$ cat config.mk
export PLATFORM = sky130hd
export DESIGN_NAME = vga_pattern_sequencer_flat
export DESIGN_NICKNAME = d
export VERILOG_FILES = /design/src/rtl/vga_pattern_sequencer_if.sv /design/src/rtl/vga_pattern_sequencer.sv /design/src/flat_wrapper.sv
export SDC_FILE = /design/constraint.sdc
export NUM_CORES = 1
export LEC_CHECK = 0
export CAP_MARGIN = 20
export CORE_MARGIN = 5
export CORE_UTILIZATION = 50
export CTS_BUF_LIST = sky130_fd_sc_hd__clkbuf_2
export CTS_CLUSTER_DIAMETER = 50
export CTS_CLUSTER_SIZE = 14
export DETAILED_ROUTE_END_ITERATION = 10
export HOLD_SLACK_MARGIN = 0.15
export PLACE_DENSITY = 0.75
export RECOVER_POWER = 100
export SLEW_MARGIN = 40
export SYNTH_ARGS = -nofsm -noshare
export SYNTH_HDL_FRONTEND = slang
export SYNTH_SLANG_ARGS = --single-unit
$ cat constraint.sdc
create_clock -name clk -period 1.62 [get_ports clk]
set_input_delay 0.243 -clock clk [delete_from_list [all_inputs] [get_ports clk]]
set_output_delay 0.243 -clock clk [all_outputs]
set_load 0.02 [all_outputs]
$ cat src/rtl/vga_pattern_sequencer_if.sv
// VGA sequencer bus: sync inputs and hold from the driver side, colour/status back.
// master = VGA driver / stimulus side, slave = pattern sequencer.
interface vga_pattern_sequencer_if;
  logic       HSync;
  logic       VSync;
  logic       hold;
  logic [1:0] Red;
  logic [1:0] Green;
  logic [1:0] Blue;
  logic [2:0] pattern_idx;
  logic       running;

  modport master (
    output HSync, VSync, hold,
    input  Red, Green, Blue, pattern_idx, running
  );

  modport slave (
    input  HSync, VSync, hold,
    output Red, Green, Blue, pattern_idx, running
  );
endinterface

$ cat src/rtl/vga_pattern_sequencer.sv
// Colour-source controller for the VGA driver. Recovers line/column position from
// the driver's active-low HSync/VSync and steps through test patterns on frame
// boundaries. Optional checkerboard pattern 4 is enabled by VGA_SEQ_CHECKER_EN.
module vga_pattern_sequencer #(
  parameter int unsigned FRAMES_PER_PATTERN = 60,
  parameter int unsigned BAR_SHIFT          = 7,
  parameter int unsigned COL_W              = 11,
  parameter int unsigned LINE_W             = 10
) (
  input logic                    clk,
  input logic                    reset,
  vga_pattern_sequencer_if.slave bus
);

  localparam int unsigned FRAME_W = (FRAMES_PER_PATTERN > 1) ? $clog2(FRAMES_PER_PATTERN) : 1;
`ifdef VGA_SEQ_CHECKER_EN
  localparam int unsigned NUM_PAT = 5;
`else
  localparam int unsigned NUM_PAT = 4;
`endif

  typedef enum logic [0:0] {IDLE, RUN} state_e;

  state_e              state_q, state_d;
  logic                running_q, running_d;
  logic [2:0]          pattern_idx_q, pattern_idx_d;
  logic [FRAME_W-1:0]  frame_cnt_q, frame_cnt_d;
  logic [COL_W-1:0]    col_cnt_q, col_cnt_d;
  logic [LINE_W-1:0]   line_cnt_q, line_cnt_d;
  logic                hs_q, vs_q;
  logic [1:0]          red_q, red_d;
  logic [1:0]          green_q, green_d;
  logic [1:0]          blue_q, blue_d;
  logic [2:0]          bar_c;
  logic                hfall_c;
  logic                vfall_c;
`ifdef VGA_SEQ_CHECKER_EN
  logic                checker_c;
`endif

  assign hfall_c = hs_q & ~bus.HSync;
  assign vfall_c = vs_q & ~bus.VSync;

  // Sync history flops idle high so a low input straight after reset reads as a fall.
  always_ff @(posedge clk or posedge reset) begin
    if (reset) begin
      hs_q <= 1'b1;
      vs_q <= 1'b1;
    end else begin
      hs_q <= bus.HSync;
      vs_q <= bus.VSync;
    end
  end

  // Position counters: vfall restarts the line count, hfall restarts the column.
  always_comb begin
    col_cnt_d  = col_cnt_q;
    line_cnt_d = line_cnt_q;
    if (hfall_c) begin
      col_cnt_d = '0;
    end else if (col_cnt_q != '1) begin
      col_cnt_d = col_cnt_q + COL_W'(1);
    end
    if (vfall_c) begin
      line_cnt_d = '0;
    end else if (hfall_c && (line_cnt_q != '1)) begin
      line_cnt_d = line_cnt_q + LINE_W'(1);
    end
  end

  // FSM state and frame/pattern registers.
  always_ff @(posedge clk or posedge reset) begin
    if (reset) begin
      state_q       <= IDLE;
      running_q     <= 1'b0;
      pattern_idx_q <= '0;
      frame_cnt_q   <= '0;
      col_cnt_q     <= '0;
      line_cnt_q    <= '0;
    end else begin
      state_q       <= state_d;
      running_q     <= running_d;
      pattern_idx_q <= pattern_idx_d;
      frame_cnt_q   <= frame_cnt_d;
      col_cnt_q     <= col_cnt_d;
      line_cnt_q    <= line_cnt_d;
    end
  end

  // Next state: first vfall starts the sequence, later vfalls count frames.
  always_comb begin
    state_d       = state_q;
    running_d     = running_q;
    pattern_idx_d = pattern_idx_q;
    frame_cnt_d   = frame_cnt_q;
    case (state_q)
      IDLE: begin
        if (vfall_c) begin
          state_d       = RUN;
          running_d     = 1'b1;
          pattern_idx_d = '0;
          frame_cnt_d   = '0;
        end
      end
      RUN: begin
        if (vfall_c && !bus.hold) begin
          if (frame_cnt_q == FRAME_W'(FRAMES_PER_PATTERN - 1)) begin
            frame_cnt_d   = '0;
            pattern_idx_d = (pattern_idx_q == 3'(NUM_PAT - 1)) ? 3'd0
                                                               : pattern_idx_q + 3'd1;
          end else begin
            frame_cnt_d = frame_cnt_q + FRAME_W'(1);
          end
        end
      end
      default: state_d = IDLE;
    endcase
  end

  // Colour generation from current position and pattern; black until running.
  always_comb begin
    red_d   = '0;
    green_d = '0;
    blue_d  = '0;
    bar_c   = col_cnt_q[BAR_SHIFT +: 3];
`ifdef VGA_SEQ_CHECKER_EN
    checker_c = line_cnt_q[5] ^ col_cnt_q[BAR_SHIFT];
`endif
    if (state_q == RUN) begin
      case (pattern_idx_q)
        3'd0: red_d   = 2'b11;
        3'd1: green_d = 2'b11;
        3'd2: blue_d  = 2'b11;
        3'd3: begin
          red_d   = {2{bar_c[2]}};
          green_d = {2{bar_c[1]}};
          blue_d  = {2{bar_c[0]}};
        end
`ifdef VGA_SEQ_CHECKER_EN
        3'd4: begin
          red_d   = {2{checker_c}};
          green_d = {2{checker_c}};
          blue_d  = {2{checker_c}};
        end
`endif
        default: ;
      endcase
    end
  end

  // Registered colour outputs.
  always_ff @(posedge clk or posedge reset) begin
    if (reset) begin
      red_q   <= '0;
      green_q <= '0;
      blue_q  <= '0;
    end else begin
      red_q   <= red_d;
      green_q <= green_d;
      blue_q  <= blue_d;
    end
  end

  assign bus.Red         = red_q;
  assign bus.Green       = green_q;
  assign bus.Blue        = blue_q;
  assign bus.pattern_idx = pattern_idx_q;
  assign bus.running     = running_q;

endmodule
$ cat src/flat_wrapper.sv
// flat-port wrapper written by rule: the top's interface ports become plain ports
module vga_pattern_sequencer_flat 
#(
  parameter int unsigned FRAMES_PER_PATTERN = 60,
  parameter int unsigned BAR_SHIFT          = 7,
  parameter int unsigned COL_W              = 11,
  parameter int unsigned LINE_W             = 10
)
  (clk, reset, bus_HSync, bus_VSync, bus_hold, bus_Red, bus_Green, bus_Blue, bus_pattern_idx, bus_running);
  vga_pattern_sequencer_if bus_i ();
  input logic clk;
  input logic reset;
  input wire logic [$bits(bus_i.HSync)-1:0] bus_HSync;
  input wire logic [$bits(bus_i.VSync)-1:0] bus_VSync;
  input wire logic [$bits(bus_i.hold)-1:0] bus_hold;
  output wire logic [$bits(bus_i.Red)-1:0] bus_Red;
  output wire logic [$bits(bus_i.Green)-1:0] bus_Green;
  output wire logic [$bits(bus_i.Blue)-1:0] bus_Blue;
  output wire logic [$bits(bus_i.pattern_idx)-1:0] bus_pattern_idx;
  output wire logic [$bits(bus_i.running)-1:0] bus_running;
  assign bus_i.HSync = bus_HSync;
  assign bus_i.VSync = bus_VSync;
  assign bus_i.hold = bus_hold;
  assign bus_Red = bus_i.Red;
  assign bus_Green = bus_i.Green;
  assign bus_Blue = bus_i.Blue;
  assign bus_pattern_idx = bus_i.pattern_idx;
  assign bus_running = bus_i.running;
  vga_pattern_sequencer #(.FRAMES_PER_PATTERN(FRAMES_PER_PATTERN), .BAR_SHIFT(BAR_SHIFT), .COL_W(COL_W), .LINE_W(LINE_W)) u_core (.clk(clk), .reset(reset), .bus(bus_i));
endmodule
==> summary.md, run 1 <==
• **power share of the combinational group** 29.8%
• **x dimension of the die** 61.67 µm
• **Final ANT Viol Nets** 0
• **post-synthesis cell area** 1335 µm²
• **number of max-slew violations in the final report** 0
• **reported max-cap violation count** 0
• **part of the total power dissipated in the clock network** 16.1%
• **class of the most critical hold timing path** input pin to flop
• **multi-input combinational cell area** 628.1 µm²
• **crit path time final** 1.563 ns
• **Worst Path Arrival** 1.86 ns
• **PnR worst setup slack** 0.05748 ns
• **number of vias in the routed layout** 1168
• **count of warnings emitted by yosys** 0
• **initial antenna violation count** 0
• **Power Density** 989.4 nW/µm²
• **Setup Crit Path Kind** flop to flop
• **Post-synth ARST share** 100.0%
• **setup repair after global routing missed its margin** false
• **Post-Route WL** 2697 µm
• **global-route wire length before repair** 4678 µm
• **run status** finished, final reports clean
• **fillers** 235
• **Synth Net Count** 149
• **cell chosen for the clock root** clkbuf_2
• **total number of nets in the final design** 185
• **most common cell after layout, fill and taps aside** dfrtp_1
• **Final Cycle Share** 96.45%
• **Sinks on Clock Net** 27
• **Chip Height** 61.67 µm
• **GRT overflow** 0
• **register area** 678.2 µm²
• **proportion of power drawn by flip-flops and latches** 54.1%
• **Synth Flop Type** dfrtp_1
• **sequential area share after synthesis** 50.80%
• **GRT Total Usage** 16.38%
• **maximum number of pins on one net before global-route repair** 28
• **DRT Pass-1 Iters** 4
• **number of standard cells after synthesis** 138
• **final non-filler cell total** 203
• **CP required** 1.92 ns
• **max-slew headroom at the worst pin** 56.79%
• **H-tree depth reported by CTS** 1
• **Post-Layout Inst Area** 1638 µm²
• **count of endpoints failing setup in the final report** 0
• **diode count** 0
• **number of library cell types mapped by synthesis** 37
• **critical path peak fanout** 4
• **maximum buffer depth of the clock tree** 2
• **endpoints failing hold** 0
• **First DRT Iteration DRCs** 37
• **layout cells sized above 1** 20.23%
• **final-layout setup total negative slack** 0 ns
• **number of flip-flops in the largest register** 11
• **ratio of routed vias to standard cells** 5.754
• **number of rows created at floorplan** 18
• **Avg WL per Cell** 13.29 µm
• **Placed Instances** 197
• **pre-CTS WS** -0.08139 ns
• **effective utilization at floorplan** 52.93%
• **post-place instance area** 1635 µm²
• **Placer Congestion** 0.8630
• **number of I/O pins** 15
• **most used cells in the layout excluding fill and tap cells** 25 x dfrtp_1, 16 x buf_4, 14 x nor2_1, 11 x o21ai_0, 10 x nand2_1
• **Setup crit start kind** flop
• **synth-to-layout area growth** 22.68%
• **average size of a mapped cell** 9.674 µm²
• **maximum frequency from static timing analysis** 640.0 MHz
• **input/output buffers** 14
• **DRC viols** 0
• **core region area** 2522 µm²
• **flip-flop and latch count after synthesis** 27
• **hold buffers post-CTS** 0
• **vias in the first global route** 1146
• **most flop-heavy register** u_core.col_cnt_q
• **clock transition at the registers of the reported paths** 0.25 ns
• **leakage power total** 0.7174 nW
• **count of flip-flops with a built-in enable after synthesis** 0
• **switching share of power** 34.32%
• **area enclosed by the die boundary** 3803 µm²
• **net switching power** 0.5561 mW
• **Skew-Pair Late Insertion Delay** 0.34 ns
• **TritonCTS buffer count** 3
• **Worst Skew** 0.002157 ns
• **Worst-Margin Slew** 0.6481 ns
• **Critical Path End Type** flop
• **final hold slack** 0.4143 ns
• **cell-internal power** 1.064 mW
• **TritonCTS clock tree** done
• **total half-perimeter wirelength after legalization and detailed placement** 2012 µm
• **VDD IR max** 0.0007084 V
per-stage QoR:
stage                     power (mW)  util, %
after detailed placement       1.386    64.83
final                          1.621    64.93
after CTS                      1.642    66.02
after global placement         1.354    64.83
after global routing           1.724    64.93
after floorplan                1.167        -
worst max-delay path, stage by stage (launching register included):
cell and delay [ns]:
dfrtp_1 0.44, ha_2 0.20, nand3_2 0.09, nor3_2 0.05, clkbuf_1 0.11, buf_4 0.14, or3_4 0.35, a21oi_1 0.13
metal layers:
layer | part of all wire [%] | routed length [µm] | global-route usage, % | vias up
met4 | 0.93 | 25 | 6.364 | 0
met2 | 50 | 1356 | 29.15 | 42
met3 | 5.7 | 155 | 2.935 | 6
met1 | 43 | 1159 | 19.45 | 553
met5 | 0 | 0 | 0 | -
li1 | - | - | - | 567
cell families (layout without fill, tap and decap cells):
logic type,count (synthesis),count (layout),synth area share [%]
buffers and inverters,12,47,4.311
adders and majority gates,6,6,5.623
xor gates and xnor gates,1,1,0.6562
AOI/OAI and AO/OA,37,37,17.06
DFF,27,27,50.80
muxes,2,2,1.500
and+or+nand+nor,53,53,20.06
worst paths after layout:
path | startpoint | to | slack, ns | depth (start not counted)
setup / recovery | u_core.col_cnt_q[0] | u_core.col_cnt_q[3] | 0.06 | 7
hold / removal | bus_VSync | u_core.vs_q | 0.41 | 1
setup reg to reg | u_core.col_cnt_q[0] | u_core.col_cnt_q[3] | 0.06 | 7
hold reg to reg | u_core.bus.running | u_core.bus.running | 0.52 | 1
max in group asynchronous | reset | u_core.col_cnt_q[5] | 0.76 | 3
min in group asynchronous | reset | u_core.frame_cnt_q[3] | 0.45 | 3
power groups by stage:
stage	sequential (mW)	combinational (mW)	clock (mW)
floorplan	0.917	0.251	0
global placement	0.881	0.473	0
detailed placement	0.887	0.498	0
CTS	0.879	0.500	0.262
global route	0.891	0.542	0.291
finish	0.876	0.484	0.261
cell type report:
type | count | area share [%]
clock buffers | 4 | 1.222
repair buffers | 37 | 15.36
flip-flops and latches | 27 | 41.41
multi-input cells | 99 | 38.35
inverters | 6 | 1.375
well taps | 30 | 2.292
synthesized netlist by cell type, types with 3 or more instances:
| cell type | number | share of area, % |
|---|---|---|
| a21oi_1 | 10 | 3.7 |
| buf_4 | 3 | 1.7 |
| dfrtp_1 | 25 | 47 |
| ha_1 | 6 | 5.6 |
| inv_1 | 6 | 1.7 |
| nand2_1 | 10 | 2.8 |
| nand2b_1 | 5 | 2.3 |
| nand3_1 | 6 | 2.2 |
| nor2_1 | 14 | 3.9 |
| nor3_1 | 5 | 1.9 |
| o21ai_0 | 12 | 4.5 |
repair_timing:
action                                 CTS  global route
gates resized for setup                  8            12
buffers inserted                         0             2
pin swaps                                3             3
endpoints found under the hold margin    0             0
setup endpoints to repair                7            13
Note: power is estimated with default switching activity, not from simulation.
==> run 2, diff against run 1 <==
CORE_UTILIZATION = 52   (was 50)
PLACE_DENSITY = 0.78   (was 0.75)
==> run 2 against run 1 <==
  * Total power decreased by 0.57%
  * Die area shrank 3.2%
  * Critical path type unchanged
  * Via count fell by 3.4%
  * Largest cell class unchanged
  * Final area increased by 1.5%
  * Register-to-register slack worse by 0.03 ns
  * Flip-flop and latch count stayed put
  * Setup slack lost 0.027 ns
  * Clock power about the same
  * Critical endpoint is now u_core.col_cnt_q[9]
  * Sequential share of layout area fell by 0.62 points
  * Non-clock buffer count shrank 6
==> summary.md, run 2 (synthesis results as in run 1) <==
• **number of rows created at floorplan** 18
• **vias in the first global route** 1088
• **Worst-Margin Slew** 0.6532 ns
• **final non-filler cell total** 197
• **Finished Core Util** 67.12%
• **core region area** 2477 µm²
• **number of I/O pins** 15
• **total half-perimeter wirelength after legalization and detailed placement** 1953 µm
• **diode count** 0
• **Post-Layout Inst Area** 1663 µm²
• **PnR worst setup slack** 0.03029 ns
• **layout cells sized above 1** 19.76%
• **GRT Total Usage** 16.33%
• **class of the most critical hold timing path** input pin to flop
• **TritonCTS clock tree** done
• **Skew-Pair Late Insertion Delay** 0.34 ns
• **reported max-cap violation count** 0
• **max-slew headroom at the worst pin** 56.45%
• **Worst Skew** 0.008243 ns
• **number of flip-flops in the largest register** 11
• **Chip Height** 60.67 µm
• **pre-CTS WS** -0.06176 ns
• **critical path peak fanout** 6
• **effective utilization at floorplan** 53.89%
• **number of vias in the routed layout** 1128
• **Sinks on Clock Net** 27
• **Post-Route WL** 2866 µm
• **crit path time final** 1.590 ns
• **initial antenna violation count** 0
• **cell chosen for the clock root** clkbuf_2
• **First DRT Iteration DRCs** 60
• **Final ANT Viol Nets** 0
• **most flop-heavy register** u_core.col_cnt_q
• **Setup Crit Path Kind** flop to flop
• **TritonCTS buffer count** 3
• **GRT overflow** 0
• **DRT Pass-1 Iters** 5
• **number of max-slew violations in the final report** 0
• **maximum frequency from static timing analysis** 629.0 MHz
• **post-place instance area** 1583 µm²
• **power consumption** 1.611 mW
• **maximum number of pins on one net before global-route repair** 28
• **leakage power total** 0.7881 nW
• **Worst Path Arrival** 1.90 ns
• **Critical Path End Type** flop
• **most used cells in the layout excluding fill and tap cells** 25 x dfrtp_1, 14 x nor2_1, 14 x buf_4, 11 x o21ai_0, 10 x nand2_1
• **clock transition at the registers of the reported paths** 0.25 ns
• **input/output buffers** 14
• **synth-to-layout area growth** 24.55%
• **most common cell after layout, fill and taps aside** dfrtp_1
• **Placed Instances** 190
• **CP required** 1.93 ns
• **ratio of routed vias to standard cells** 5.726
• **global-route wire length before repair** 4519 µm
• **VDD IR max** 0.0008483 V
• **Setup crit start kind** flop
• **run status** finished, final reports clean
• **count of endpoints failing setup in the final report** 0
• **Final Cycle Share** 98.13%
• **x dimension of the die** 60.67 µm
• **maximum buffer depth of the clock tree** 2
• **Placer Congestion** 0.8710
• **Avg WL per Cell** 14.55 µm
• **endpoints failing hold** 0
• **hold buffers post-CTS** 0
• **area enclosed by the die boundary** 3681 µm²
• **total number of nets in the final design** 179
• **Power Density** 969.0 nW/µm²
• **DRC viols** 0
• **setup repair after global routing missed its margin** true
• **H-tree depth reported by CTS** 1
-- run 2: cell count changes in the layout (fill, tap and decap cells not counted), moves of 2 or more --
cell,delta
clkbuf_2,-2
buf_4,-2
dlymetal6s2s_1,+7
a21oi_1,-2
clkbuf_1,-8
a21oi_2,+2
-- run 2: path summary, 6_finish.rpt --
path,start,endpoint,slack (ns),cells after the start
min in group asynchronous,reset,u_core.bus.pattern_idx[2],0.46,3
worst min register to register,u_core.bus.running,u_core.bus.running,0.52,1
worst max-delay path,u_core.col_cnt_q[0],u_core.col_cnt_q[9],0.03,6
max in group asynchronous,reset,u_core.col_cnt_q[4],0.75,3
worst max register to register,u_core.col_cnt_q[0],u_core.col_cnt_q[9],0.03,6
worst min-delay path,bus_VSync,u_core.vs_q,0.42,1
-- run 2: worst max-delay path, stage by stage, from the launching register on --
cell and delay (ns):
dfrtp_1 0.44, ha_2 0.20, nand3_2 0.09, nor3_2 0.05, buf_4 0.16, or4_4 0.48, a21oi_2 0.14
-- run 2: area by class of cell --
type	count	area [µm²]
fillers	209	814.5
multi-input cells	99	629.4
clock buffers	4	20.02
repair buffers	31	275.3
flip-flops and latches	27	678.2
well taps	30	37.54
inverters	6	22.52
-- run 2: timing repair --
item	4_1_cts	5_1_grt
endpoints found under the setup margin	5	15
pin swaps	1	3
buffers inserted	0	3
gates resized for setup	5	14
endpoints found under the hold margin	0	0
-- run 2: layer usage --
metal	global-route usage (%)	up-vias	wire (µm)
met5	0	-	0
met4	8.050	0	51
met3	2.766	6	157
met2	27.63	37	1445
met1	20.14	534	1212
li1	-	551	-
-- run 2: where the power goes --
part           internal (mW)  leakage [nW]  switching [mW]  total (mW)
registers              0.785         0.336           0.117       0.901
clock network         0.0652        0.0166           0.193       0.258
logic                  0.214         0.436           0.238       0.452
-- run 2: through the flow --
step,TNS [ns],hold slack (ns)
global route,-0.1114,0.3643
detailed placement,-0.08253,0.4703
CTS,0,0.2071
finish,0,0.4210
global placement,0,0.4721
floorplan,0,0.2475
